`src/rtl/gpr_pkg.sv`:
```
// Shared definitions for the general-purpose register file: default sizes,
// FSM state encoding and the address-width helper.
package gpr_pkg;

  localparam int XLEN_DEF = 32;
  localparam int NREG_DEF = 32;

  typedef enum logic [0:0] {
    INIT = 1'b0,
    RUN  = 1'b1
  } gpr_state_e;

  // Address width for a register count; at least one bit.
  function automatic int aw_of(input int nreg);
    return (nreg > 1) ? $clog2(nreg) : 1;
  endfunction

endpackage

```
`src/rtl/gpr_file_if.sv`:
```
// Write/read bus of the register file. The master drives write ports and
// read addresses; the slave (register file) returns read data and Ready.
interface gpr_file_if
  import gpr_pkg::*;
#(
  parameter int XLEN = XLEN_DEF,
  parameter int NREG = NREG_DEF,
  parameter int NRD  = 2
) ();

  localparam int AW = aw_of(NREG);

  logic                 RegWr0;
  logic                 RegWr1;
  logic [AW-1:0]        Rw0;
  logic [AW-1:0]        Rw1;
  logic [XLEN-1:0]      busW0;
  logic [XLEN-1:0]      busW1;
  logic [NRD*AW-1:0]    Ra;
  logic [NRD*XLEN-1:0]  busR;
  logic                 Ready;

  modport master (
    output RegWr0, RegWr1, Rw0, Rw1, busW0, busW1, Ra,
    input  busR, Ready
  );

  modport slave (
    input  RegWr0, RegWr1, Rw0, Rw1, busW0, busW1, Ra,
    output busR, Ready
  );

endinterface

```
`src/rtl/gpr_init_seq.sv`:
```
// Post-reset clear sequencer: walks ClrIdx over every register once (INIT),
// then parks in RUN with a registered Ready flag.
module gpr_init_seq
  import gpr_pkg::*;
#(
  parameter int NREG = NREG_DEF,
  parameter int AW   = aw_of(NREG)
) (
  input  logic          clk_i,
  input  logic          rst_ni,
  output logic          init_o,
  output logic [AW-1:0] clr_idx_o,
  output logic          ready_o
);

  localparam logic [0:0]    S_INIT   = INIT;
  localparam logic [0:0]    S_RUN    = RUN;
  localparam logic [AW-1:0] LAST_IDX = AW'(NREG - 1);

  logic [0:0]    state_q, state_d;
  logic [AW-1:0] clr_idx_q, clr_idx_d;
  logic          ready_q, ready_d;

  // Next state: advance the sweep; the edge that clears the last register enters RUN.
  always_comb begin
    state_d   = state_q;
    clr_idx_d = clr_idx_q;
    ready_d   = ready_q;
    if (state_q == S_INIT) begin
      if (clr_idx_q == LAST_IDX) begin
        state_d   = S_RUN;
        ready_d   = 1'b1;
        clr_idx_d = '0;
      end else begin
        clr_idx_d = clr_idx_q + 1'b1;
      end
    end
  end

  // State registers; reset restarts the sweep from register 0 in any state.
  always_ff @(posedge clk_i) begin
    if (!rst_ni) begin
      state_q   <= S_INIT;
      clr_idx_q <= '0;
      ready_q   <= 1'b0;
    end else begin
      state_q   <= state_d;
      clr_idx_q <= clr_idx_d;
      ready_q   <= ready_d;
    end
  end

  assign init_o    = (state_q == S_INIT);
  assign clr_idx_o = clr_idx_q;
  assign ready_o   = ready_q;

endmodule

```
`src/rtl/gpr_file.sv`:
```
// Multi-ported register file: two write ports, NRD combinational read ports,
// optional hardwired-zero register 0, cleared by a sweep after reset.
// Optional feature macro: GPR_FILE_BYPASS_EN -- forwards same-cycle write
// data to matching read ports (write port 1 has priority).
module gpr_file
  import gpr_pkg::*;
#(
  parameter int XLEN     = XLEN_DEF,
  parameter int NREG     = NREG_DEF,
  parameter int NRD      = 2,
  parameter int ZERO_REG = 1
) (
  input logic       WrClk,
  input logic       rst_n,
  gpr_file_if.slave bus
);

  localparam int AW = aw_of(NREG);

  logic [XLEN-1:0]     regs_q [NREG];
  logic                init;
  logic                ready;
  logic [AW-1:0]       clr_idx;
  logic                wr0_en;
  logic                wr1_en;
  logic [NRD*XLEN-1:0] rd_data;

  gpr_init_seq #(
    .NREG (NREG),
    .AW   (AW)
  ) u_init_seq (
    .clk_i     (WrClk),
    .rst_ni    (rst_n),
    .init_o    (init),
    .clr_idx_o (clr_idx),
    .ready_o   (ready)
  );

  assign bus.Ready = ready;

  // Writes take effect only in RUN; address 0 is dropped when hardwired to zero.
  assign wr0_en = ready && bus.RegWr0 && !((ZERO_REG != 0) && (bus.Rw0 == '0));
  assign wr1_en = ready && bus.RegWr1 && !((ZERO_REG != 0) && (bus.Rw1 == '0));

  // Storage update: reset clears reg 0, INIT clears one register per cycle,
  // RUN commits writes with port 1 ordered last so it wins on a collision.
  always_ff @(posedge WrClk) begin
    if (!rst_n) begin
      regs_q[0] <= '0;
    end else if (init) begin
      regs_q[clr_idx] <= '0;
    end else begin
      if (wr0_en) regs_q[bus.Rw0] <= bus.busW0;
      if (wr1_en) regs_q[bus.Rw1] <= bus.busW1;
    end
  end

  for (genvar k = 0; k < NRD; k++) begin : g_rd
    logic [AW-1:0]   addr;
    logic [XLEN-1:0] data;

    assign addr = bus.Ra[k*AW +: AW];

    // Combinational read with optional forwarding, zero register and INIT masking.
    always_comb begin
      data = regs_q[addr];
`ifdef GPR_FILE_BYPASS_EN
      if (wr0_en && (bus.Rw0 == addr)) data = bus.busW0;
      if (wr1_en && (bus.Rw1 == addr)) data = bus.busW1;
`endif
      if ((ZERO_REG != 0) && (addr == '0)) data = '0;
      if (!ready) data = '0;
    end

    assign rd_data[k*XLEN +: XLEN] = data;
  end

  assign bus.busR = rd_data;

endmodule

```
`src/flat_wrapper.sv`:
```
// flat-port wrapper written by rule: the top's interface ports become plain ports
module gpr_file_flat import gpr_pkg::*;
#(
  parameter int XLEN     = XLEN_DEF,
  parameter int NREG     = NREG_DEF,
  parameter int NRD      = 2,
  parameter int ZERO_REG = 1
)
  (WrClk, rst_n, bus_RegWr0, bus_RegWr1, bus_Rw0, bus_Rw1, bus_busW0, bus_busW1, bus_Ra, bus_busR, bus_Ready);
  gpr_file_if #(.XLEN(XLEN), .NREG(NREG), .NRD(NRD)) bus_i ();
  input logic WrClk;
  input logic rst_n;
  input wire logic [$bits(bus_i.RegWr0)-1:0] bus_RegWr0;
  input wire logic [$bits(bus_i.RegWr1)-1:0] bus_RegWr1;
  input wire logic [$bits(bus_i.Rw0)-1:0] bus_Rw0;
  input wire logic [$bits(bus_i.Rw1)-1:0] bus_Rw1;
  input wire logic [$bits(bus_i.busW0)-1:0] bus_busW0;
  input wire logic [$bits(bus_i.busW1)-1:0] bus_busW1;
  input wire logic [$bits(bus_i.Ra)-1:0] bus_Ra;
  output wire logic [$bits(bus_i.busR)-1:0] bus_busR;
  output wire logic [$bits(bus_i.Ready)-1:0] bus_Ready;
  assign bus_i.RegWr0 = bus_RegWr0;
  assign bus_i.RegWr1 = bus_RegWr1;
  assign bus_i.Rw0 = bus_Rw0;
  assign bus_i.Rw1 = bus_Rw1;
  assign bus_i.busW0 = bus_busW0;
  assign bus_i.busW1 = bus_busW1;
  assign bus_i.Ra = bus_Ra;
  assign bus_busR = bus_i.busR;
  assign bus_Ready = bus_i.Ready;
  gpr_file #(.XLEN(XLEN), .NREG(NREG), .NRD(NRD), .ZERO_REG(ZERO_REG)) u_core (.WrClk(WrClk), .rst_n(rst_n), .bus(bus_i));
endmodule
```
`config.mk`:
```
export PLATFORM = sky130hd
export DESIGN_NAME = gpr_file_flat
export DESIGN_NICKNAME = d
export VERILOG_FILES = /design/src/rtl/gpr_pkg.sv /design/src/rtl/gpr_file_if.sv /design/src/rtl/gpr_init_seq.sv /design/src/rtl/gpr_file.sv /design/src/flat_wrapper.sv
export SDC_FILE = /design/constraint.sdc
export NUM_CORES = 2
export LEC_CHECK = 0
export CORE_ASPECT_RATIO = 0.8
export CORE_MARGIN = 8
export CORE_UTILIZATION = 29
export CTS_BUF_LIST = sky130_fd_sc_hd__clkbuf_2
export DETAILED_ROUTE_END_ITERATION = 8
export PLACE_DENSITY = 0.43
export REMOVE_ABC_BUFFERS = 1
export SYNTH_ARGS = -nofsm -noshare
export SYNTH_HDL_FRONTEND = slang
export SYNTH_SLANG_ARGS = --single-unit
export TNS_END_PERCENT = 100
```
`constraint.sdc`:
```
create_clock -name WrClk -period 5.9 [get_ports WrClk]
set_clock_uncertainty 0.1 [all_clocks]
set_input_delay 1.475 -clock WrClk [delete_from_list [all_inputs] [get_ports WrClk]]
set_output_delay 1.475 -clock WrClk [all_outputs]
set_load 0.02 [all_outputs]
```
==> impl_metrics.env <==
export IMPL_run_status="complete, no violations"
export IMPL_antenna_found_initial=14
export IMPL_period_minus_slack_ps=5872
export IMPL_max_clock_freq_ghz=0.1703
export IMPL_worst_ir_drop_vdd_v=0.0001777
export IMPL_placementRows=147
export IMPL_layout_commonest_cell="sky130_fd_sc_hd__nand2_1"
export IMPL_grtUsageTotal_pct=25.19
export IMPL_wire_length_of_the_first_global_routing_pass_um=381100
export IMPL_hold_buffers=0
export IMPL_synth_cell_area_um2=58120
export IMPL_postCtsSetupRepairBufs=0
export IMPL_critPathMaxFanout=12
export IMPL_asyncSetResetFlopFracSynth_pct=0
export IMPL_post_cts_resized_instances=33
export IMPL_report_final_hold_viol_count=0
export IMPL_die_w_um=516.5
export IMPL_initialDrtViolationCount=6168
export IMPL_layout_area_overhead_vs_synth_pct=15.24
export IMPL_crit_path_cell_trace="clkdlybuf4s50_1, buf_4, and2b_2, buf_12, a221oi_2, a22oi_1, nand4_1, clkdlybuf4s50_1"
export IMPL_post_route_period_util_pct=99.52
export IMPL_cp_end_kind="output pin"
export IMPL_drt_pass1_iter_count=8
export IMPL_drive_gt1_share_pct=20.52
export IMPL_synth_ff_type="sky130_fd_sc_hd__edfxtp_1"
export IMPL_powerDensity_nw_per_um2=212.2
export IMPL_detail_route_drc_violations=0
export IMPL_whs_ps=280.3
export IMPL_vias_in_the_first_global_route=45070
export IMPL_clock_path_buffers=4
export IMPL_min_path_type="input pin to flop"
export IMPL_synth_seq_area_share_pct=51.60
export IMPL_syn_inst=5339
export IMPL_synth_edff_count=994
export IMPL_insertion_delay_ps=1790
export IMPL_post_synth_num_cell_types=58
export IMPL_clock_tree_from_tritoncts="done"
export IMPL_finalCoreUtilization_pct=33.50
export IMPL_antenna_left=0
export IMPL_avgViaCountPerCell=5.688
export IMPL_path_class="input pin to output pin"
export IMPL_avgRoutedWirePerCell_um=33.38
export IMPL_clk_pin_slew_worst_paths_ps=110
export IMPL_timing_critical_path_buf_inv=4
export IMPL_number_of_buffers_added_by_the_clock_tree_synthesis_step=303
export IMPL_routabilityCongestion=0.8586
export IMPL_post_route_setup_tns_ps=0
export IMPL_cp_data_required_time_ps=4320
export IMPL_pin_count_of_the_biggest_net_entering_global_routing=65
export IMPL_slowest_delay_ps=620
export IMPL_timing_final_max_slew_violations=0
export IMPL_route_final_wire_length_um=280400
export IMPL_place_detailed_hpwl_um=168200
export IMPL_core_region_area_um2=199900
export IMPL_cp_top_family="buffers and inverters"
export IMPL_finalSetupViolations=0
export IMPL_ioPinCount=153
export IMPL_final_cell_count_no_fill=8399
export IMPL_tritoncts_num_sinks=1001
export IMPL_cts_htree_levels=5
export IMPL_cellLeakagePower_nw=24.76
export IMPL_ys_warnings=0
export IMPL_design_die_area_um2=215100
export IMPL_final_cell_mix="sky130_fd_sc_hd__nand2_1 (1,155), sky130_fd_sc_hd__edfxtp_1 (994), sky130_fd_sc_hd__o21ai_0 (963)"
export IMPL_grt_overflow_total=0
export IMPL_timing_slew_headroom_pct=13.70
export IMPL_cp_arrival_ps=4300
export IMPL_crit_path_top_delay_cell="sky130_fd_sc_hd__clkdlybuf4s50_1"
export IMPL_transition_time_at_the_pin_with_the_least_slew_margin_ps=1290
export IMPL_floorplan_die_height_um=416.4
export IMPL_syn_area_per_cell_um2=10.89
export IMPL_final_net_count=5598
export IMPL_dr_total_vias=47770
export IMPL_clock_root_buffer="sky130_fd_sc_hd__clkbuf_2"
export IMPL_start_util_pct=29.07
export IMPL_critPathMostFrequentCell="sky130_fd_sc_hd__clkdlybuf4s50_1"
export IMPL_start_kind="input pin"
export IMPL_maxCapViolations=0
export IMPL_dpl_cell_count=7885
export IMPL_yosys_register_bits=1001
export IMPL_port_buffers=152
-- stage by stage --
step	cell area [µm²]	power, mW	setup slack, ps
final	66980	14.21	28.10
after floorplan	54950	8.184	-2209
after CTS	66940	14.32	2.278
after global routing	66960	14.68	-3.759
after detailed placement	64470	8.968	2.085
after global placement	64470	8.968	-33.40
-- kinds of logic after synthesis --
kind of cell,count (synthesis),share of synthesized area [%]
muxes,770,17.42
buffers and inverters,670,5.552
and+or+nand+nor,1334,9.752
DFF,1001,51.60
AOI/OAI and AO/OA,1562,15.64
adders and majority gates,2,0.04305
-- area by class of cell --
class                   count  area, µm²
diodes                     15      37.54
inverters                  15      56.30
clock buffers             439       2197
well taps                2682       3356
multi-input cells        3668      25680
repair buffers            519       5376
flip-flops and latches   1001      29990
clock inverters            60      280.3
fillers                 20050     133000
-- Yosys cell counts (3+ instances only) --
| library cell | n | area share (%) |
|---|---|---|
| sky130_fd_sc_hd__nand3b_1 | 11 | 0.14 |
| sky130_fd_sc_hd__o221ai_1 | 3 | 0.045 |
| sky130_fd_sc_hd__and3_1 | 3 | 0.032 |
| sky130_fd_sc_hd__o22ai_1 | 192 | 2.1 |
| sky130_fd_sc_hd__buf_2 | 183 | 1.6 |
| sky130_fd_sc_hd__and2_1 | 4 | 0.043 |
| sky130_fd_sc_hd__or3b_1 | 5 | 0.075 |
| sky130_fd_sc_hd__a22oi_1 | 189 | 2.4 |
| sky130_fd_sc_hd__nor2b_1 | 8 | 0.086 |
| sky130_fd_sc_hd__mux2i_1 | 576 | 9.9 |
| sky130_fd_sc_hd__buf_6 | 4 | 0.077 |
| sky130_fd_sc_hd__o32ai_1 | 3 | 0.045 |
| sky130_fd_sc_hd__a221oi_1 | 32 | 0.48 |
| sky130_fd_sc_hd__inv_1 | 13 | 0.084 |
| sky130_fd_sc_hd__a221oi_2 | 30 | 0.77 |
| sky130_fd_sc_hd__nor4_2 | 30 | 0.65 |
| sky130_fd_sc_hd__buf_1 | 14 | 0.090 |
| sky130_fd_sc_hd__edfxtp_1 | 994 | 51 |
| sky130_fd_sc_hd__o21ai_1 | 98 | 0.84 |
| sky130_fd_sc_hd__nand3_1 | 10 | 0.086 |
| sky130_fd_sc_hd__nand2b_1 | 4 | 0.043 |
| sky130_fd_sc_hd__nor3_1 | 3 | 0.026 |
| sky130_fd_sc_hd__o21ai_0 | 963 | 8.3 |
| sky130_fd_sc_hd__mux4_2 | 193 | 7.5 |
| sky130_fd_sc_hd__clkbuf_1 | 332 | 2.1 |
| sky130_fd_sc_hd__buf_4 | 120 | 1.5 |
| sky130_fd_sc_hd__nand4_1 | 63 | 0.68 |
| sky130_fd_sc_hd__a21oi_1 | 9 | 0.077 |
| sky130_fd_sc_hd__dfxtp_1 | 7 | 0.24 |
| sky130_fd_sc_hd__or3_1 | 3 | 0.032 |
| sky130_fd_sc_hd__nor2_1 | 18 | 0.12 |
| sky130_fd_sc_hd__o21bai_1 | 31 | 0.40 |
| sky130_fd_sc_hd__or3b_2 | 6 | 0.090 |
| sky130_fd_sc_hd__nand2_1 | 1155 | 7.5 |
-- tightest hold or removal path, stage by stage --
cell and delay, ps:
sky130_fd_sc_hd__buf_2 340, sky130_fd_sc_hd__nand2_1 130, sky130_fd_sc_hd__o21ai_0 80
-- registers in the layout, indices dropped and copies added, names as in the netlist --
register	count
u_core.regs_q	994
u_core.u_init_seq.clr_idx_o	5
u_core.u_init_seq.ready_o	1
u_core.u_init_seq.state_q	1
-- metal layers --
metal	global-route usage, %	routed length [µm]
met5	0	46
met4	8.877	10620
met3	5.218	25530
met2	37.90	121500
met1	35.86	122700
-- power breakdown --
group          switching, mW  internal [mW]
combinational          0.710          0.389
sequential            0.0121           7.71
clock                   3.35           2.04
total                   4.07           10.1
-- worst paths after layout --
path / from / to / slack [ps] / cells after the start
setup reg to reg: u_core.u_init_seq.state_q$_SDFF_PN0_ / u_core.regs_q[14][10]$_DFFE_PP_ / 2120 / 5
hold / removal: bus_busW1[18] / u_core.regs_q[13][18]$_DFFE_PP_ / 280 / 3
setup / recovery: bus_Ra[3] / bus_busR[4] / 30 / 8
hold reg to reg: u_core.u_init_seq.clr_idx_o[2]$_SDFFE_PN0N_ / u_core.u_init_seq.clr_idx_o[2]$_SDFFE_PN0N_ / 430 / 2
(Power assumes the default switching activity.)
